## src/rtl/rf_pkg.sv

```systemverilog
// Shared defaults and flat-vector slicing helper for the bypassing register file.
package rf_pkg;

    localparam int XLEN_DEF = 32;
    localparam int NREG_DEF = 32;
    localparam int NRD_MAX  = 4;

    localparam int SLICE_W  = 64;
    localparam int FLAT_W   = NRD_MAX * SLICE_W;

    // Returns field idx of width w from a flat vector, zero-extended to SLICE_W.
    function automatic logic [SLICE_W-1:0] get_slice(input logic [FLAT_W-1:0] flat,
                                                     input int unsigned idx,
                                                     input int unsigned w);
        logic [FLAT_W-1:0]  sh;
        logic [SLICE_W-1:0] res;
        sh  = flat >> (idx * w);
        res = '0;
        for (int unsigned b = 0; b < SLICE_W; b++) begin
            if (b < w) res[b] = sh[b];
        end
        return res;
    endfunction

endpackage

```

## src/rtl/rf_scoreboard.sv

```systemverilog
// Per-register busy bits with flush > issue > writeback priority and
// a read-port lookup that masks registers being written back this cycle.
module rf_scoreboard
    import rf_pkg::*;
#(
    parameter int NREG = NREG_DEF,
    parameter int NRD  = 2,
    parameter int AW   = $clog2(NREG)
) (
    input  logic            clk,
    input  logic            rst,
    input  logic [NRD*AW-1:0] rd_addr,
    output logic [NRD-1:0]  rd_busy,
    input  logic            wr_en,
    input  logic [AW-1:0]   wr_addr,
    input  logic            iss_en,
    input  logic [AW-1:0]   iss_addr,
    input  logic            flush
);

    logic [NREG-1:0] busy;

    logic iss_valid;
    logic wb_valid;

    assign iss_valid = iss_en && (iss_addr != '0);
    // A writeback to the register being re-issued leaves the new producer's bit set.
    assign wb_valid  = wr_en && (wr_addr != '0) && !(iss_en && (iss_addr == wr_addr));

    always_ff @(posedge clk or posedge rst) begin
        if (rst) begin
            busy <= '0;
        end else if (flush) begin
            busy <= '0;
        end else begin
            if (wb_valid)  busy[wr_addr]  <= 1'b0;
            if (iss_valid) busy[iss_addr] <= 1'b1;
        end
    end

    for (genvar gi = 0; gi < NRD; gi++) begin : g_port
        logic [AW-1:0] addr;
        assign addr        = AW'(get_slice(FLAT_W'(rd_addr), gi, AW));
        assign rd_busy[gi] = busy[addr] && !(wr_en && (wr_addr == addr));
    end

endmodule

```

## src/rtl/regfile_bypass_sb.sv

```systemverilog
// Multi-port register file with write-through bypass; the busy-bit scoreboard
// is built only when REGFILE_SCOREBOARD_EN is defined, otherwise rd_busy is 0.
module regfile_bypass_sb
    import rf_pkg::*;
#(
    parameter  int XLEN = XLEN_DEF,
    parameter  int NREG = NREG_DEF,
    parameter  int NRD  = 2,
    localparam int AW   = $clog2(NREG)
) (
    input  logic                clk,
    input  logic                rst,
    input  logic [NRD*AW-1:0]   rd_addr,
    output logic [NRD*XLEN-1:0] rd_data,
    output logic [NRD-1:0]      rd_busy,
    input  logic                wr_en,
    input  logic [AW-1:0]       wr_addr,
    input  logic [XLEN-1:0]     wr_data,
    input  logic                iss_en,
    input  logic [AW-1:0]       iss_addr,
    input  logic                flush
);

    logic [XLEN-1:0] regs [NREG];

    always_ff @(posedge clk or posedge rst) begin
        if (rst) begin
            for (int unsigned i = 0; i < NREG; i++) regs[i] <= '0;
        end else if (wr_en && (wr_addr != '0)) begin
            regs[wr_addr] <= wr_data;
        end
    end

    for (genvar gi = 0; gi < NRD; gi++) begin : g_rd
        logic [AW-1:0]   addr;
        logic [XLEN-1:0] data;

        assign addr = AW'(get_slice(FLAT_W'(rd_addr), gi, AW));

        always_comb begin
            if (addr == '0)
                data = '0;
            else if (wr_en && (wr_addr == addr))
                data = wr_data;
            else
                data = regs[addr];
        end

        assign rd_data[gi*XLEN +: XLEN] = data;
    end

`ifdef REGFILE_SCOREBOARD_EN
    rf_scoreboard #(
        .NREG (NREG),
        .NRD  (NRD),
        .AW   (AW)
    ) u_sb (
        .clk      (clk),
        .rst      (rst),
        .rd_addr  (rd_addr),
        .rd_busy  (rd_busy),
        .wr_en    (wr_en),
        .wr_addr  (wr_addr),
        .iss_en   (iss_en),
        .iss_addr (iss_addr),
        .flush    (flush)
    );
`else
    logic unused_sb_inputs;
    assign unused_sb_inputs = ^{iss_en, iss_addr, flush};
    assign rd_busy = '0;
`endif

endmodule

```

## config.mk

```make
export PLATFORM = sky130hd
export DESIGN_NAME = regfile_bypass_sb
export DESIGN_NICKNAME = d
export VERILOG_FILES = /design/src/rtl/rf_pkg.sv /design/src/rtl/rf_scoreboard.sv /design/src/rtl/regfile_bypass_sb.sv
export SDC_FILE = /design/constraint.sdc
export NUM_CORES = 2
export LEC_CHECK = 0
export CAP_MARGIN = 20
export CORE_ASPECT_RATIO = 0.9
export CORE_UTILIZATION = 60
export CTS_CLUSTER_DIAMETER = 50
export CTS_CLUSTER_SIZE = 16
export DETAILED_ROUTE_END_ITERATION = 12
export PLACE_DENSITY = 0.77
export SYNTH_ARGS = -nofsm -noshare
export SYNTH_HDL_FRONTEND = slang
export SYNTH_SLANG_ARGS = --single-unit
export TNS_END_PERCENT = 5
```

## constraint.sdc

```tcl
create_clock -name clk -period 92.7 [get_ports clk]
set_input_delay 13.905 -clock clk [delete_from_list [all_inputs] [get_ports clk]]
set_output_delay 13.905 -clock clk [all_outputs]
set_load 0.05 [all_outputs]
```

==> summary.md <==
| Metric | Value |
|---|---|
| Ratio of cells with drive above 1 in the final layout | `47.0%` |
| Async S/R FF share, synth | `100%` |
| Initial antenna violation count | `7` |
| Post-route minimum period | `33.39 ns` |
| Netlist cell types | `56` |
| Maxcap violations | `0` |
| Vias per std cell | `7.41` |
| Grt ovf | `0` |
| WP data required | `78.79 ns` |
| Fin worst setup slack | `59.31 ns` |
| VDD IR max | `0.0000158 V` |
| Hold_buf cts | `0` |
| Width of the die | `322 um` |
| All-Layer GR Usage | `37.9%` |
| Element type at the critical path start | `input pin` |
| Fmax | `0.0299 GHz` |
| Post-Synth Adder-Cell Area | `0%` |
| CP top delay family | `buffers and inverters` |
| Final WL | `174000 um` |
| Post-Synth XOR/XNOR Area | `0.159%` |
| Clock Skews | `0 ns` |
| Ys Warns | `0` |
| Worst-path maximum fanout | `71` |
| Synth Area in Compound Gates | `5.11%` |
| PD cells | `22.7 nW/um^2` |
| Setup TNS Final | `0 ns` |
| CTS Buffer Depth | `3` |
| Number of global-route vias before repair | `38100` |
| Worst path max stage delay | `0.95 ns` |
| DRC | `0` |
| Number of flops mapped to enable cells by yosys | `0` |
| H-tree lvl count | `3` |
| Die area | `93100 sq um` |
| Detailed Place HPWL | `95700 um` |
| Largest Register | `regs` |
| Final hold violation count | `0` |
| Row cnt | `105` |
| Clock-pin slew on the worst setup and hold paths | `0.06 ns` |
| Register area share after synthesis | `46.5%` |
| Final GP Congestion | `0.848` |
| Synth-to-Final Area Change | `11.0%` |
| Root buffer cell | `clkbuf_16` |
| Avg Synthesized Cell Area | `14.5 sq um` |
| Core area | `91000 sq um` |
| Crit-path cells | `buf_8 > buf_4 > buf_4 > buf_4 > mux4_2 > mux2i_1 > a2111oi_0 > nor3_1 > nor2_1 > clkdlybuf4s50_1` |
| Slew headroom | `18.7%` |
| Crit share post-route | `36.0%` |
| Commonest cells after routing, fill and taps aside | `1024 x dfrtp_1, 1011 x mux2_2, 398 x mux4_2, 232 x mux2i_1, 121 x clkbuf_16` |
| Largest register FFs | `1024` |
| Starting Density | `60.6%` |
| Via count | `37400` |
| I/O Buffers | `113` |
| Final-report max-slew violation count | `0` |
| Worst-Skew Late Latency | `0.71 ns` |
| Cells after Synth | `3813` |
| Synth Cell Area | `55100 sq um` |
| Critical Path AT | `19.49 ns` |
| Leakage | `26.5 nW` |
| CP endpoint kind | `output port` |
| Final setup vio count | `0` |
| Most used DFF post-synth | `dfrtp_1` |
| Die H | `290 um` |
| FF+latch count, synth | `1024` |
| Wire per inst | `34.4 um` |
| Nets | `3779` |
| Pin count of the biggest net entering global routing | `109` |
| Pre-CTS WS | `59.32 ns` |
| Hold Path Class | `flip-flop to flip-flop` |
| Outcome | `finished, final reports clean` |
| Synth Area in Simple Gates | `2.23%` |
| Slowest CP cell | `buf_4` |
| Commonest non-fill, non-tap cell in the layout | `dfrtp_1` |
| CP Class | `input pin to output port` |
| DRT Pass-1 Iters | `5` |
| Clk sinks | `1024` |
| Post-cts repair resize count | `0` |
| Postcts setup bufs | `0` |
| Worst-Margin Slew | `1.21 ns` |
| TritonCTS clock tree | `built` |
| CP dominant cell by count | `buf_4` |
| Iter 0 DRT Violations | `4849` |
| Number of CTS-inserted buffers | `117` |
| RSZ-0062 raised after global routing | `false` |
| Top flop regs | `regs x1024` |
| WP buf/inv | `5` |
| I/O pins | `123` |
| First-pass GRT wire length | `257000 um` |
| Antenna-violating nets left | `0` |
| Post-synthesis mux area share | `42.1%` |
| Main combinational cell family by area after synthesis | `multiplexers` |
==> metrics by stage <==
stage	hold slack, ns	total power, mW	utilization, %	std cells	cell area (sq um)
final	0.394	1.39	67.2	5054	61200
after global routing	0.410	1.44	67.2	5054	61200
after CTS	0.398	1.39	67.0	5044	61000
after detailed placement	0.383	0.879	62.3	4825	56700
after global placement	0.375	0.865	62.3	4825	56700
after floorplan	0.439	0.803	-	3814	55200
==> final cells by class <==
cell class / count / area (sq um)
multi-input cells: 2346 / 27600
clock inverters: 82 / 1180
repair buffers: 230 / 2170
flip-flops and latches: 1024 / 25600
diodes: 2 / 5.00
fillers: 6232 / 29800
clock buffers: 137 / 3100
inverters: 3 / 18.8
well taps: 1230 / 1540
==> per-layer routing <==
metal	part of all wire (%)	track usage [%]	vias to the layer above
li1	-	-	14600
met1	38	52.5	19900
met2	45	56.0	2454
met3	12	11.4	538
met4	4.7	16.6	8
met5	0.026	0	-
==> Yosys cell counts, types with 3 or more instances <==
master	instances	area share [%]
dfrtp_1	1024	46
mux2_2	1011	21
mux4_2	398	16
mux2i_1	232	4.2
clkbuf_1	203	1.4
buf_2	125	1.1
o22ai_1	71	0.81
nand2_1	67	0.46
a22oi_1	65	0.88
nor2_1	65	0.44
buf_1	59	0.40
o21ai_0	52	0.47
mux2_1	49	1.0
nor3_1	49	0.44
o221ai_1	46	0.73
a211oi_1	33	0.45
a32o_1	33	0.60
buf_4	29	0.39
a21oi_1	27	0.25
a31oi_1	20	0.23
buf_6	18	0.37
and3_1	17	0.19
a221o_1	11	0.20
xnor2_1	10	0.16
nor2b_1	9	0.10
o21ai_1	9	0.082
a2111oi_0	7	0.11
o22a_1	7	0.11
o2bb2ai_1	7	0.11
nand3b_1	6	0.082
nand2b_1	5	0.057
nor3b_1	5	0.068
buf_12	4	0.15
nand3_1	4	0.036
nor2_2	4	0.045
buf_8	3	0.082
inv_1	3	0.020
or2_2	3	0.034
==> logic make-up (layout without fill, tap and decap cells) <==
group                  after synthesis  after routing
other                                1              4
AND/OR/NAND/NOR                    251            251
AO/OA/AOI/OAI                      393            393
buffers and inverters              444            452
XOR/XNOR                            10             10
multiplexers                      1690           1690
flip-flops                        1024           1024
==> final timing paths <==
kind | from | end | slack [ns] | cells after the start
max in group asynchronous | rst | regs[468] | 74.30 | 7
setup reg to reg | regs[378] | regs[378] | 91.87 | 1
hold / removal | regs[1007] | regs[1007] | 0.39 | 0
setup / recovery | rd_addr[5] | rd_data[60] | 59.31 | 10
hold reg to reg | regs[1007] | regs[1007] | 0.39 | 0
min in group asynchronous | rst | regs[484] | 13.76 | 2
==> power breakdown <==
part / leakage (nW) / internal, mW / switching (mW)
Clock: 2.05 / 0.303 / 0.208
Combinational: 11.3 / 0.158 / 0.127
Sequential: 13.1 / 0.532 / 0.0637
Total: 26.5 / 0.993 / 0.398
Power figures use the tool's default switching activity.
